--- src/rtl/pursue_match_ctrl.sv ---
// Match sequencer for the 16-LED pursuit game: step prescaler, countdown lamps,
// round judging (caught vs. survived), point/game scoring and match decision.
module pursue_match_ctrl #(
  parameter int TICK_DIV    = 12500000,
  parameter int COUNT_DIV   = 4,
  parameter int ROUND_STEPS = 64,
  parameter int HOLD_STEPS  = 8,
  parameter int WIN_POINTS  = 3,
  parameter int WIN_GAMES   = 3
) (
  input  logic       clk,
  input  logic       rst,
  input  logic       start,
  input  logic       caught,
  output logic       step_tick,
  output logic       run_en,
  output logic       load_pos,
  output logic [7:0] cutdown_led,
  output logic       flash,
  output logic [1:0] pts_p,
  output logic [1:0] pts_c,
  output logic [1:0] games_p,
  output logic [1:0] games_c,
  output logic       match_over,
  output logic       winner
);

  localparam int PW = $clog2(TICK_DIV);
  localparam int SW = (COUNT_DIV > 1) ? $clog2(COUNT_DIV) : 1;

  localparam logic [PW-1:0] PRESC_MAX = PW'(TICK_DIV - 1);
  localparam logic [SW-1:0] STAGE_MAX = SW'(COUNT_DIV - 1);
  localparam logic [7:0]    STEP_MAX  = 8'(ROUND_STEPS - 1);
  localparam logic [7:0]    HOLD_MAX  = 8'(HOLD_STEPS - 1);
  localparam logic [1:0]    WIN_P     = 2'(WIN_POINTS);
  localparam logic [1:0]    WIN_G     = 2'(WIN_GAMES);

  typedef enum logic [2:0] {
    IDLE      = 3'd0,
    COUNTDOWN = 3'd1,
    RUN       = 3'd2,
    HOLD      = 3'd3,
    DONE      = 3'd4
  } state_t;

  state_t        state_q, state_d;
  logic          start_q;
  logic [PW-1:0] presc_q, presc_d;
  logic          step_tick_q, step_tick_d;
  logic [SW-1:0] stage_q, stage_d;
  logic [7:0]    step_q, step_d;
  logic [7:0]    hold_q, hold_d;
  logic [7:0]    led_q, led_d;
  logic          load_pos_q, load_pos_d;
  logic          run_en_q, run_en_d;
  logic          flash_q, flash_d;
  logic [1:0]    pts_p_q, pts_p_d;
  logic [1:0]    pts_c_q, pts_c_d;
  logic [1:0]    games_p_q, games_p_d;
  logic [1:0]    games_c_q, games_c_d;
  logic          decided_q, decided_d;
  logic          match_over_q, match_over_d;
  logic          winner_q, winner_d;

  logic       start_edge;
  logic       enter_cd;
  logic       award_p;
  logic       award_c;
  logic [7:0] led_next;
  logic [1:0] pts_next;
  logic [1:0] games_next;

  assign start_edge = start & ~start_q;

  always_comb begin
    state_d    = state_q;
    presc_d    = (presc_q == PRESC_MAX) ? '0 : presc_q + PW'(1);
    stage_d    = stage_q;
    step_d     = step_q;
    hold_d     = hold_q;
    led_d      = led_q;
    load_pos_d = 1'b0;
    pts_p_d    = pts_p_q;
    pts_c_d    = pts_c_q;
    games_p_d  = games_p_q;
    games_c_d  = games_c_q;
    decided_d  = decided_q;
    winner_d   = winner_q;
    enter_cd   = 1'b0;
    award_p    = 1'b0;
    award_c    = 1'b0;
    led_next   = {1'b0, led_q[7:5], led_q[2:0], 1'b0};
    pts_next   = '0;
    games_next = '0;

    case (state_q)
      IDLE: begin
        if (start_edge) enter_cd = 1'b1;
      end
      COUNTDOWN: begin
        if (step_tick_q) begin
          if (stage_q == STAGE_MAX) begin
            stage_d = '0;
            led_d   = led_next;
            if (led_next == 8'h00) begin
              state_d = RUN;
              step_d  = '0;
            end
          end else begin
            stage_d = stage_q + SW'(1);
          end
        end
      end
      RUN: begin
        // caught has priority, so a catch on the final tick goes to the pursuer
        if (caught) begin
          award_p = 1'b1;
        end else if (step_tick_q) begin
          if (step_q == STEP_MAX) award_c = 1'b1;
          else                    step_d  = step_q + 8'd1;
        end
      end
      HOLD: begin
        if (step_tick_q) begin
          if (hold_q == HOLD_MAX) begin
            if (decided_q) state_d  = DONE;
            else           enter_cd = 1'b1;
          end else begin
            hold_d = hold_q + 8'd1;
          end
        end
      end
      DONE: begin
        if (start_edge) begin
          pts_p_d   = '0;
          pts_c_d   = '0;
          games_p_d = '0;
          games_c_d = '0;
          decided_d = 1'b0;
          winner_d  = 1'b0;
          enter_cd  = 1'b1;
        end
      end
      default: state_d = IDLE;
    endcase

    if (award_p) begin
      state_d  = HOLD;
      hold_d   = '0;
      pts_next = pts_p_q + 2'd1;
      if (pts_next == WIN_P) begin
        pts_p_d    = '0;
        pts_c_d    = '0;
        games_next = games_p_q + 2'd1;
        games_p_d  = games_next;
        if (games_next == WIN_G) begin
          decided_d = 1'b1;
          winner_d  = 1'b1;
        end
      end else begin
        pts_p_d = pts_next;
      end
    end else if (award_c) begin
      state_d  = HOLD;
      hold_d   = '0;
      pts_next = pts_c_q + 2'd1;
      if (pts_next == WIN_P) begin
        pts_p_d    = '0;
        pts_c_d    = '0;
        games_next = games_c_q + 2'd1;
        games_c_d  = games_next;
        if (games_next == WIN_G) begin
          decided_d = 1'b1;
          winner_d  = 1'b0;
        end
      end else begin
        pts_c_d = pts_next;
      end
    end

    // Countdown entry restarts the prescaler so stage timing is phase-exact
    if (enter_cd) begin
      state_d    = COUNTDOWN;
      led_d      = 8'hFF;
      load_pos_d = 1'b1;
      presc_d    = '0;
      stage_d    = '0;
    end

    step_tick_d  = (presc_d == PRESC_MAX);
    run_en_d     = (state_d == RUN);
    flash_d      = (state_d == HOLD);
    match_over_d = (state_d == DONE);
  end

  always_ff @(posedge clk) begin
    if (rst) begin
      state_q      <= IDLE;
      start_q      <= 1'b0;
      presc_q      <= '0;
      step_tick_q  <= 1'b0;
      stage_q      <= '0;
      step_q       <= '0;
      hold_q       <= '0;
      led_q        <= 8'h00;
      load_pos_q   <= 1'b0;
      run_en_q     <= 1'b0;
      flash_q      <= 1'b0;
      pts_p_q      <= '0;
      pts_c_q      <= '0;
      games_p_q    <= '0;
      games_c_q    <= '0;
      decided_q    <= 1'b0;
      match_over_q <= 1'b0;
      winner_q     <= 1'b0;
    end else begin
      state_q      <= state_d;
      start_q      <= start;
      presc_q      <= presc_d;
      step_tick_q  <= step_tick_d;
      stage_q      <= stage_d;
      step_q       <= step_d;
      hold_q       <= hold_d;
      led_q        <= led_d;
      load_pos_q   <= load_pos_d;
      run_en_q     <= run_en_d;
      flash_q      <= flash_d;
      pts_p_q      <= pts_p_d;
      pts_c_q      <= pts_c_d;
      games_p_q    <= games_p_d;
      games_c_q    <= games_c_d;
      decided_q    <= decided_d;
      match_over_q <= match_over_d;
      winner_q     <= winner_d;
    end
  end

  assign step_tick   = step_tick_q;
  assign run_en      = run_en_q;
  assign load_pos    = load_pos_q;
  assign cutdown_led = led_q;
  assign flash       = flash_q;
  assign pts_p       = pts_p_q;
  assign pts_c       = pts_c_q;
  assign games_p     = games_p_q;
  assign games_c     = games_c_q;
  assign match_over  = match_over_q;
  assign winner      = winner_q;

endmodule
--- config.mk ---
export PLATFORM = sky130hd
export DESIGN_NAME = pursue_match_ctrl
export DESIGN_NICKNAME = d
export VERILOG_FILES = /design/src/rtl/pursue_match_ctrl.sv
export SDC_FILE = /design/constraint.sdc
export NUM_CORES = 1
export LEC_CHECK = 0
export CAP_MARGIN = 20
export CELL_PAD_IN_SITES_DETAIL_PLACEMENT = 1
export CELL_PAD_IN_SITES_GLOBAL_PLACEMENT = 1
export CORE_UTILIZATION = 35
export CTS_CLUSTER_SIZE = 16
export DETAILED_ROUTE_END_ITERATION = 12
export DONT_BUFFER_PORTS = 1
export PLACE_DENSITY = 0.58
export SETUP_SLACK_MARGIN = 0.4
export SLEW_MARGIN = 20
export SYNTH_ARGS = -nofsm -noshare
export SYNTH_HDL_FRONTEND = slang
export SYNTH_SLANG_ARGS = --single-unit
--- constraint.sdc ---
create_clock -name clk -period 2.6 [get_ports clk]
set_clock_uncertainty 0.2 [all_clocks]
set_input_delay 0.65 -clock clk [delete_from_list [all_inputs] [get_ports clk]]
set_output_delay 0.65 -clock clk [all_outputs]
set_load 0.02 [all_outputs]
==> results of run 1 <==
-- worst register-to-register path, cell delays in order (launching register included) --
cell	delay, ps
dfxtp_4	380
ha_4	170
nand4_1	220
or4_4	600
o21ai_2	70
a21o_2	150
o2111ai_2	130
nor4b_2	270
-- logic make-up after synthesis --
| logic type | Yosys count | share of synthesized area [%] |
|---|---|---|
| AOI/OAI and AO/OA | 39 | 7.778 |
| xor gates and xnor gates | 36 | 9.655 |
| adders and majority gates | 6 | 2.299 |
| buffers and inverters | 29 | 4.406 |
| DFF | 65 | 39.85 |
| muxes | 8 | 2.567 |
| and+or+nand+nor | 188 | 33.45 |
-- cell usage after synthesis (5+ instances only) --
library cell	number	area share (%)
nand4_1	7	1.3
mux2i_1	5	1.5
nor3b_1	7	1.6
a21oi_1	17	2.6
nor3_1	17	2.6
nand3_1	13	2.0
clkbuf_1	6	0.69
and3_1	10	1.9
xor2_1	18	4.8
inv_1	9	1.0
xnor2_1	18	4.8
nor2_1	61	7.0
dfxtp_1	65	40
nand2_1	24	2.8
ha_1	6	2.3
buf_4	7	1.6
-- per-layer routing --
metal | GRT usage (%) | vias up | part of all wire [%]
met5 | 0 | - | 0
met3 | 3.546 | 8 | 3.3
met1 | 24.17 | 1332 | 49
met2 | 28.71 | 38 | 46
met4 | 6.200 | 0 | 1.1
li1 | - | 1340 | -
-- layout make-up --
cell class | count | share of cell area [%]
flip-flops and latches | 65 | 34.22
inverters | 9 | 0.8741
multi-input cells | 277 | 50.60
clock inverters | 3 | 1.683
well taps | 108 | 3.496
clock buffers | 12 | 3.755
repair buffers | 26 | 5.374
-- worst paths after layout --
path / endpoint / slack [ps] / cells after the start
worst max-delay path: step_tick$_SDFF_PP0_ / 330 / 7
worst min-delay path: state_q[0]$_SDFF_PP0_ / 170 / 1
worst max register to register: step_tick$_SDFF_PP0_ / 330 / 7
worst min register to register: stage_q[1]$_SDFFE_PP0P_ / 260 / 2
-- placed cells by master (no fill, tap or decap), drive strengths merged, types with 2 or more instances in the layout --
master	synthesis	layout
dfxtp	65	65
nor2	62	62
buf	11	26
nand2	24	24
xnor2	18	18
xor2	18	18
nor3	18	18
a21oi	17	17
nand3	16	16
clkbuf	9	12
and3	11	11
inv	9	9
nand4	8	8
nor3b	8	8
ha	6	6
mux2i	5	5
and4	5	5
nor2b	4	4
nor4bb	4	4
nor4	4	4
o21ai	4	4
or3	4	4
a22oi	3	3
or4	3	3
mux2	3	3
nand4b	3	3
nor4b	3	3
and4bb	2	2
or2	2	2
and2	2	2
a31oi	2	2
nand3b	2	2
bufinv	0	2
-- power by group --
group          leakage (nW)  internal (mW)  switching (mW)  total [mW]
sequential            0.532           1.01          0.0337        1.04
combinational         0.755         0.0350          0.0372      0.0723
clock                 0.106          0.561           0.382       0.943
total                  1.39           1.60           0.453        2.06
-- registers in the layout, indices dropped and copies added, names as in the netlist --
name	cells
step_tick	1
cutdown_led	4
games_p	2
state_q	3
match_over	1
hold_q	8
run_en	1
start_q	1
stage_q	2
winner	1
games_c	2
decided_q	1
pts_c	2
load_pos	1
presc_q	24
step_q	8
pts_p	2
flash	1
-- what timing repair did --
action,4_1_cts,5_1_grt
endpoints found under the setup margin,27,46
gates resized for setup,20,23
pin swaps,6,9
setup buffers,7,5
==> impl_metrics.env, run 1 <==
export IMPL_status="finished clean"
export IMPL_setup_viol=0
export IMPL_cts_made_buffers=9
export IMPL_report_final_slew_viol_count=0
export IMPL_first_pass_iters=4
export IMPL_die_area_um2=9721
export IMPL_synth_seq_cells=65
export IMPL_final_nets=398
export IMPL_regArea_um2=1323
export IMPL_grt_usage_pct=17.94
export IMPL_yosysWarnings=0
export IMPL_cts_hold_buffers=0
export IMPL_hold_viol=0
export IMPL_fin_crit_ps=2269
export IMPL_drt_initial_drc_count=51
export IMPL_grt_max_degree=23
export IMPL_core_um2=8891
export IMPL_port_buffers=0
export IMPL_die_h_um=98.60
export IMPL_synth_edf_count=0
export IMPL_crit_buf_inv=0
export IMPL_crit_fanout=7
export IMPL_cts_root_buf="clkbuf_8"
export IMPL_cts_sink_count=65
export IMPL_synthDistinctLibCells=61
export IMPL_rows=34
export IMPL_fin_ws_ps=331.0
export IMPL_critPathRequiredTime_ps=2650
export IMPL_hold_slack_ps=170.1
export IMPL_powerDensity_nw_per_um2=532.0
export IMPL_overflow=0
export IMPL_final_antenna_net_count=0
export IMPL_leakage_nw=1.394
export IMPL_syn_nets=381
export IMPL_clock_fmax_ghz=0.4407
export IMPL_grt_pass1_wl_um=13690
export IMPL_cp_start_kind="register"
export IMPL_die_width_um=98.60
export IMPL_final_core_util_pct=43.47
export IMPL_totalPowerFinal_mw=2.056
export IMPL_final_setup_tns_ps=0
export IMPL_cap_violations=0
export IMPL_min_from="rst"
export IMPL_dp_hpwl_um=5846
export IMPL_vias_per_cell=5.436
export IMPL_fin_crit_sh_pct=87.27
export IMPL_cp_arrival_ps=2320
export IMPL_worstSetupPathType="register to register"
export IMPL_first_global_vias=2720
export IMPL_critPathMaxStageDelay_ps=600
export IMPL_wire_per_inst_um=16.57
export IMPL_n_fill_cell=1018
export IMPL_final_cells=500
export IMPL_remaining_drc_errors=0
export IMPL_cts_buffer_depth=2
export IMPL_slowest_stage="or4_4"
export IMPL_wl_um=8286
export IMPL_yosysSeqAreaShare_pct=39.85
export IMPL_path_clk_slew_ps=80
export IMPL_avgSynthCellArea_um2=8.802
export IMPL_setup_worst_path_end_class="register"
export IMPL_placed_cell_area_um2=3412
export IMPL_hp_class="input port to register"
export IMPL_path_delay_family="simple AND/OR/NAND/NOR gates"
export IMPL_multi_input_area_um2=1956
export IMPL_maxSlewHeadroom_pct=62.76
export IMPL_vias=2718
export IMPL_gp_congestion=0.8166
export IMPL_irDropWorstVdd_uv=280.3
export IMPL_io_pins=26
export IMPL_cp_startpoint="presc_q[0]$_SDFF_PP0_"
export IMPL_syn_area_um2=3266
export IMPL_fin_area_um2=3865
export IMPL_dp_slack_ps=191.9
export IMPL_initial_core_util_pct=36.73
export IMPL_diodes=0
export IMPL_worstSkewPairLatency_ps=340
export IMPL_drive_gt1_share_pct=24.49
export IMPL_crit_path_cell_trace="ha_4, nand4_1, or4_4, o21ai_2, a21o_2, o2111ai_2, nor4b_2"
export IMPL_synth_async_reset_ratio_pct=0
export IMPL_synthCells=371
export IMPL_synthFlopType="dfxtp_1"
export IMPL_antenna_found_initial=0
export IMPL_r2r_start="presc_q[0]$_SDFF_PP0_"
export IMPL_area_growth_pct=18.35
export IMPL_cts_tree="done"
export IMPL_dp_cells=473
export IMPL_rsz0062_at_grt="true"
export IMPL_cts_htree_levels=3
export IMPL_worst_pin_slew_ps=557.5
(Power assumes the default switching activity.)
==> inputs of run 2 (changes only) <==
CORE_MARGIN = 4   (was default)
SLEW_MARGIN = 25   (was 20)
==> impl_metrics.env, run 2 (synthesized netlist as in run 1, its figures left out) <==
export IMPL_wire_per_inst_um=16.10
export IMPL_clock_fmax_ghz=0.4628
export IMPL_cts_buffer_depth=2
export IMPL_leakage_nw=1.398
export IMPL_first_pass_iters=4
export IMPL_rows=34
export IMPL_cp_arrival_ps=2230
export IMPL_cts_hold_buffers=0
export IMPL_core_um2=8891
export IMPL_top_register="presc_q"
export IMPL_wl_um=8145
export IMPL_port_buffers=0
export IMPL_vias=2699
export IMPL_crit_fanout=5
export IMPL_drive_gt1_share_pct=25.38
export IMPL_critPathMaxStageDelay_ps=360
export IMPL_cts_root_buf="clkbuf_8"
export IMPL_powerDensity_nw_per_um2=537.9
export IMPL_irDropWorstVdd_uv=234.9
export IMPL_cts_tree="done"
export IMPL_fin_crit_ps=2161
export IMPL_final_common_cell="nor2_1"
export IMPL_setup_worst_path_end_class="register"
export IMPL_grt_max_degree=23
export IMPL_top_regs="presc_q x24, hold_q x8, step_q x8"
export IMPL_die_h_um=104.6
export IMPL_initial_core_util_pct=36.73
export IMPL_maxSlewHeadroom_pct=65.72
export IMPL_grt_usage_pct=15.39
export IMPL_die_width_um=104.6
export IMPL_cap_violations=0
export IMPL_cts_htree_levels=3
export IMPL_whs_path_depth=1
export IMPL_setup_viol=0
export IMPL_crit_path_cell_trace="ha_4, and4bb_2, and3_4, or3_4, nor3b_4, o2111ai_2, nor4b_2"
export IMPL_path_clk_slew_ps=80
export IMPL_final_antenna_net_count=0
export IMPL_antenna_found_initial=0
export IMPL_hold_viol=0
export IMPL_report_final_slew_viol_count=0
export IMPL_cp_start_kind="register"
export IMPL_remaining_drc_errors=0
export IMPL_slowest_stage="or3_4"
export IMPL_hp_class="input port to register"
export IMPL_fin_ws_ps=439.4
export IMPL_final_setup_tns_ps=0
export IMPL_io_pins=26
export IMPL_largest_reg_flops=24
export IMPL_final_cell_mix="61 x nor2_1, 50 x dfxtp_1, 30 x buf_4"
export IMPL_worstSkewPairLatency_ps=350
export IMPL_overflow=0
export IMPL_dp_hpwl_um=5697
export IMPL_worstSetupPathType="register to register"
export IMPL_grt_pass1_wl_um=13560
export IMPL_rsz0062_at_grt="true"
export IMPL_fin_crit_sh_pct=83.10
export IMPL_r2r_cells=7
export IMPL_gp_congestion=0.8049
export IMPL_worst_pin_slew_ps=513.6
export IMPL_critPathRequiredTime_ps=2670
export IMPL_drt_initial_drc_count=57
export IMPL_first_global_vias=2721
export IMPL_area_growth_pct=19.85
export IMPL_n_fill_cell=1054
export IMPL_diodes=0
export IMPL_status="finished clean"
export IMPL_dp_slack_ps=256.3
export IMPL_die_area_um2=10940
export IMPL_cts_made_buffers=9
export IMPL_final_nets=403
export IMPL_cts_sink_count=65
export IMPL_vias_per_cell=5.334
==> run 2: changes by cell type in the layout (fill, tap and decap cells not counted), sizes merged <==
| cell | delta |
|---|---|
| buf | +5 |
| clkbuf | -2 |
| clkinv | +1 |
| clkinvlp | +1 |
| inv | +1 |
==> run 2: layer usage <==
layer | vias to the layer above | share of wire (%) | global-route usage [%]
met4 | 0 | 1.3 | 5.061
met3 | 10 | 4.1 | 4.686
li1 | 1348 | - | -
met5 | - | 0 | 0
met2 | 34 | 43 | 22.74
met1 | 1307 | 52 | 21.47
==> run 2: stage by stage <==
step | cells | hold WS [ps] | total power [mW] | utilization [%] | instance area, um^2
floorplan | 371 | 218.7 | 1.113 | - | 3274
global placement | 473 | 238.9 | 1.120 | 38.38 | 3412
detailed placement | 473 | 245.2 | 1.121 | 38.38 | 3412
CTS | 498 | 146.5 | 2.136 | 42.60 | 3787
global route | 506 | 129.6 | 2.208 | 44.02 | 3914
finish | 506 | 162.0 | 2.105 | 44.02 | 3914
==> run 2: critical path: cells and delay by family, from the launching register on <==
family	cells	cell delay, ps
compound gates	1	130
fa+ha+maj	1	160
flops	1	350
simple gates	5	1240
==> run 2: path summary, 6_finish.rpt <==
check                               start                       to  slack [ps]
hold reg to reg   stage_q[1]$_SDFFE_PP0P_  stage_q[1]$_SDFFE_PP0P_         270
hold / removal                        rst    state_q[0]$_SDFF_PP0_         160
setup reg to reg   hold_q[1]$_SDFFE_PP0P_     step_tick$_SDFF_PP0_         440
setup / recovery   hold_q[1]$_SDFFE_PP0P_     step_tick$_SDFF_PP0_         440
==> run 2: power by group <==
part,total (mW),internal [mW],switching (mW)
logic,0.0704,0.0349,0.0355
registers,1.04,1.01,0.0330
clock network,0.995,0.569,0.425
==> run 2: final cells by class <==
cell class	count	area, um^2	area share [%]
clock buffers	10	137.6	3.517
clock inverters	6	90.09	2.302
inverters	9	33.78	0.8632
multi-input cells	277	1947	49.74
flip-flops and latches	65	1325	33.86
well taps	108	135.1	3.453
repair buffers	31	245.2	6.266
==> run 2: repair_timing <==
action                     4_1_cts  5_1_grt
cloned                           0        0
setup endpoints to repair       26       44
gates resized for setup         23       18
pin swaps                        7       13
buffers inserted                 9        8
==> inputs of run 3 (changes only) <==
PLACE_DENSITY = 0.61   (was 0.58)
clock period = 1.8 ns   (was 2.6 ns; I/O delays follow)
==> impl_metrics.env, run 3 (synthesized netlist as in run 1, its figures left out) <==
export IMPL_rows=34
export IMPL_r2r_start="hold_q[1]$_SDFFE_PP0P_"
export IMPL_drt_initial_drc_count=110
export IMPL_setup_worst_path_end_class="register"
export IMPL_grt_pass1_wl_um=16930
export IMPL_worst_pin_slew_ps=883.5
export IMPL_cts_htree_levels=3
export IMPL_first_global_vias=3440
export IMPL_r2r_end="run_en$_SDFF_PP0_"
export IMPL_cap_violations=0
export IMPL_setup_viol=55
export IMPL_vias=3190
export IMPL_critPathRequiredTime_ps=1910
export IMPL_cts_root_buf="clkbuf_8"
export IMPL_die_area_um2=10940
export IMPL_first_pass_iters=5
export IMPL_critPathMaxStageDelay_ps=430
export IMPL_drive_gt1_share_pct=54.49
export IMPL_hold_viol=0
export IMPL_cts_made_buffers=9
export IMPL_fin_crit_sh_pct=119.5
export IMPL_grt_usage_pct=19.07
export IMPL_cp_startpoint="hold_q[1]$_SDFFE_PP0P_"
export IMPL_overflow=0
export IMPL_path_clk_slew_ps=80
export IMPL_top_register="presc_q"
export IMPL_worstSetupPathType="register to register"
export IMPL_crit_fanout=2
export IMPL_leakage_nw=1.980
export IMPL_antenna_found_initial=0
export IMPL_wl_um=10820
export IMPL_final_cell_mix="101 x buf_4, 55 x nor2_1, 35 x dfxtp_1"
export IMPL_dp_hpwl_um=6858
export IMPL_n_fill_cell=973
export IMPL_r2r_cells=10
export IMPL_gp_congestion=0.8715
export IMPL_core_um2=8891
export IMPL_slowest_stage="or3_4"
export IMPL_crit_path_cell_trace="ha_4, and4bb_1, buf_4, buf_6, buf_6, a41oi_2, a31oi_1, or3_4, inv_2, and3_1"
export IMPL_final_antenna_net_count=0
export IMPL_final_common_cell="buf_4"
export IMPL_remaining_drc_errors=0
export IMPL_vias_per_cell=5.238
export IMPL_largest_reg_flops=24
export IMPL_status="finished, violations left"
export IMPL_wire_per_inst_um=17.77
export IMPL_port_buffers=0
export IMPL_cp_arrival_ps=2260
export IMPL_fin_ws_ps=-350.9
export IMPL_diodes=0
export IMPL_cp_start_kind="register"
export IMPL_top_regs="presc_q x24, hold_q x8, step_q x8"
export IMPL_final_nets=506
export IMPL_hold_slack_ps=18.56
export IMPL_worstSkewPairLatency_ps=360
export IMPL_clock_fmax_ghz=0.4649
export IMPL_cts_buffer_depth=2
export IMPL_totalPowerFinal_mw=2.950
export IMPL_report_final_slew_viol_count=0
export IMPL_whs_endpoint="start_q$_SDFF_PP0_"
export IMPL_irDropWorstVdd_uv=283.5
export IMPL_die_h_um=104.6
export IMPL_reg2reg_slack_ps=-350
export IMPL_io_pins=26
export IMPL_violations="setup timing"
export IMPL_maxSlewHeadroom_pct=41.10
export IMPL_grt_max_degree=23
export IMPL_area_growth_pct=58.97
export IMPL_fin_crit_ps=2151
export IMPL_crit_path_frequent_cell="buf_6"
export IMPL_hp_class="input port to register"
export IMPL_whs_path_depth=1
export IMPL_cts_tree="done"
export IMPL_cts_sink_count=65
export IMPL_initial_core_util_pct=36.73
export IMPL_die_width_um=104.6
export IMPL_powerDensity_nw_per_um2=568.3
export IMPL_rsz0062_at_grt="true"
export IMPL_min_from="start"
## run 3: how the worst max path moves through the flow
stage,end,slack [ps],cells after the start
finish,run_en$_SDFF_PP0_,-350,10
CTS,step_tick$_SDFF_PP0_,-370,7
detailed placement,step_tick$_SDFF_PP0_,-400,6
floorplan,step_tick$_SDFF_PP0_,-320,7
global route,step_tick$_SDFF_PP0_,-470,7
global placement,presc_q[3]$_SDFF_PP0_,-320,8
## run 3: layout make-up
cell class / count / area (um^2) / area share (%)
sequential: 65 / 1379 / 26.56
timing repair buffer: 134 / 1160 / 22.34
clock buffer: 11 / 141.4 / 2.724
inverter: 9 / 33.78 / 0.6508
tap: 108 / 135.1 / 2.603
clock inverter: 5 / 55.05 / 1.060
multi-input combinational: 277 / 2287 / 44.06
## run 3: worst max-delay path: cells and delay by family (launching register included)
kind | cells | cell delay (ps)
simple gates | 3 | 770
buf+inv | 4 | 420
flops | 1 | 340
compound gates | 2 | 200
fa+ha+maj | 1 | 160
## run 3: layer usage
| metal | vias to the layer above | wire length (um) | global-route usage (%) |
|---|---|---|---|
| li1 | 1546 | - | - |
| met1 | 1592 | 4857 | 23.97 |
| met2 | 38 | 5565 | 32.75 |
| met3 | 14 | 276 | 4.501 |
| met4 | 0 | 119 | 5.436 |
| met5 | - | 0 | 0 |
## run 3: power breakdown
| group | internal, mW | leakage, nW | switching (mW) | total, mW |
|---|---|---|---|---|
| logic | 0.0863 | 1.34 | 0.109 | 0.195 |
| clock network | 0.673 | 0.0953 | 0.617 | 1.29 |
| registers | 1.44 | 0.544 | 0.0264 | 1.47 |
| total | 2.20 | 1.98 | 0.752 | 2.95 |
## run 3: stage by stage
stage	instances	setup TNS (ps)	utilization [%]	area, um^2	setup slack, ps
2_1_floorplan	371	-6139	-	3421	-324.6
3_3_place_gp	571	-8896	47.95	4263	-319.0
3_5_place_dp	571	-10690	47.95	4263	-398.0
4_1_cts	600	-11710	55.66	4949	-370.3
5_1_grt	609	-16500	58.39	5191	-465.1
6_report	609	-12640	58.39	5191	-350.9
## run 3: what timing repair did
item                                    in CTS  in global routing
setup buffers                               12                  9
pin swaps                                   32                 36
resized for setup                          104                 45
hold endpoints to repair                    17                  0
endpoints found under the setup margin      86                 87
hold buffers                                 1                  0
==> patch, RTL diff (settings of run 2) <==
Set the parameter `COUNT_DIV` to 8 (it was 4).
--- a/src/rtl/pursue_match_ctrl.sv
+++ b/src/rtl/pursue_match_ctrl.sv
@@ -2,7 +2,7 @@
 // round judging (caught vs. survived), point/game scoring and match decision.
 module pursue_match_ctrl #(
   parameter int TICK_DIV    = 12500000,
-  parameter int COUNT_DIV   = 4,
+  parameter int COUNT_DIV   = 8,
   parameter int ROUND_STEPS = 64,
   parameter int HOLD_STEPS  = 8,
   parameter int WIN_POINTS  = 3,
Check against the original RTL: same outputs for any inputs over 10 cycles, from zero or initial values and one cycle with rst high; that may be too few to reach the edited logic, so the function may still have changed.
==> patch against run 2 <==
Routed wire length decreased by 5.8%; sequential cell count increased by 1; global-route usage fell by 0.78 points; fmax down 0.11%; non-clock buffer count decreased by 2; cell count is 2.2% lower; final area is 1.0% lower; critical path depth is the same; worst setup slack lost 0.0024 ns; sequential share of layout area is 0.64 points higher; first-iteration DRC count grew 100%; synthesized area is 1.1% lower; power is 9.5% lower.
==> patch: results (changes against run 2) <==
number of inserted diodes -> 0 (unchanged)
final cell count without fillers -> 495 (-2.2%)
HP Class -> in2reg
standard cell area after detailed placement -> 3360 sq um (-1.5%)
Slowest-stage cell, CP -> or3_4
TritonRoute pass-1 iters -> 4 (unchanged)
Clock Path Buffers -> 2 (unchanged)
highest fanout seen on the critical path -> 5 (unchanged)
initial antenna violation count -> 0 (unchanged)
gp weighted congestion -> 0.747 (-7.3%)
Yosys warning count -> 0 (unchanged)
Skew-Pair Late Insertion Delay -> 0.33 ns (-0.02 ns)
signal arrival time at the worst endpoint -> 2.21 ns (-0.02 ns)
Clk Tree Root Cell -> clkbuf_8
Final HPWL DP -> 5.14 mm (-9.8%)
vias in the first global route -> 2611 (-4.0%)
Layout fillers -> 1035 (-1.8%)
leading cell types by total area after synthesis -> dfxtp_1 (41%), nor2_1 (7.6%), xor2_1 (6.5%)
fraction of layout instances using a drive strength above 1 -> 0.230 (-0.0238)
IO Port Bufs -> 0 (unchanged)
largest net degree at the start of global routing -> 22 (-4.3%)
first-pass GRT wire length -> 13.1 mm (-3.4%)
most used standard cells in the synthesized netlist -> dfxtp_1 (66), nor2_1 (65), nand2_1 (26)
routed wirelength normalized by instance count -> 15.5 um (-3.7%)
Post-Place Worst Slack -> 0.266 ns (+0.00948 ns)
ys async rst share -> 0 (unchanged)
net count after synthesis -> 374 (-1.8%)
reported net switching power -> 490 uW (-0.77%)
share of the yosys chip area belonging to registers -> 0.409 (+0.0107)
area occupied by registers -> 1340 sq um (+0.85%)
cell count after placement -> 462 (-2.3%)
clock buffer count from CTS -> 9 (unchanged)
detailed router's first-iteration violation count -> 116 (+100%)
Leak Pwr -> 0.00139 uW (-0.44%)
number of gates resized after cts -> 16 (-30%)
CP max stage delay -> 0.45 ns (+0.09 ns)
post-CTS repair timing setup buffer count -> 8 (-1)
status -> finished clean
global-route usage over all layers -> 0.146 (-0.00781)
Worst-Margin Slew -> 0.419 ns (-0.0942 ns)
Distinct cells, synth -> 61 (unchanged)
Crit path max-delay family -> simple AND/OR/NAND/NOR gates
Via-to-Cell Ratio -> 5.22 (-2.1%)
maximum vdd drop -> 0.000281 V (+20%)
clock-pin slew on the worst setup and hold paths -> 0.08 ns (about the same)
Net count, final -> 393 (-2.5%)
average cell area after synthesis -> 8.90 sq um (+1.1%)
-- patch: changes by cell type after synthesis, moves of 4 or more --
cell            run 2  this run
nand3_1            13        17
nor2_1             61        65
inv_1               9         4
nor3_1             17         8
nor3b_1             7         1
a21oi_1            17        13
xor2_1             18        24
xnor2_1            18        12
-- patch: layout make-up --
type	count	area share
Sequential cell	66	0.345
Inverter	4	0.00388
Tap cell	108	0.0349
Clock inverter	6	0.0110
Multi-Input combinational cell	272	0.505
Clock buffer	10	0.0329
Timing Repair Buffer	29	0.0672
-- patch: path summary, 6_finish.rpt --
kind | start | endpoint | slack, ns | cells past startpoint
setup / recovery | hold_q[0] | step_tick | 0.44 | 7
hold / removal | rst | games_p[1] | 0.17 | 1
setup reg to reg | hold_q[0] | step_tick | 0.44 | 7
hold reg to reg | presc_q[0] | presc_q[0] | 0.27 | 1
-- patch: per-layer routing --
| layer | up-vias | routed length, um | global-route usage |
|---|---|---|---|
| li1 | 1307 | - | - |
| met1 | 1242 | 4040 | 0.209 |
| met2 | 31 | 3390 | 0.219 |
| met3 | 4 | 188 | 0.0279 |
| met4 | 0 | 56 | 0.0503 |
| met5 | - | 0 | 0 |
-- patch: power by group through the flow --
| stage | Sequential [uW] | Clock (uW) | Combinational (uW) |
|---|---|---|---|
| after global routing | 1040 | 862 | 111 |
| final | 1040 | 762 | 100 |
| after floorplan | 1060 | 0 | 68.8 |
| after global placement | 1060 | 0 | 79.9 |
| after detailed placement | 1060 | 0 | 81.1 |
| after CTS | 1040 | 802 | 85.4 |
-- patch: kinds of logic after synthesis --
logic type,after synthesis,share of synthesized area
AND/OR/NAND/NOR,182,0.310
flip-flops,66,0.409
AO/OA/AOI/OAI,38,0.0837
XOR/XNOR,36,0.0976
buffers and inverters,25,0.0446
multiplexers,9,0.0283
adder cells (fa/ha/maj),7,0.0271
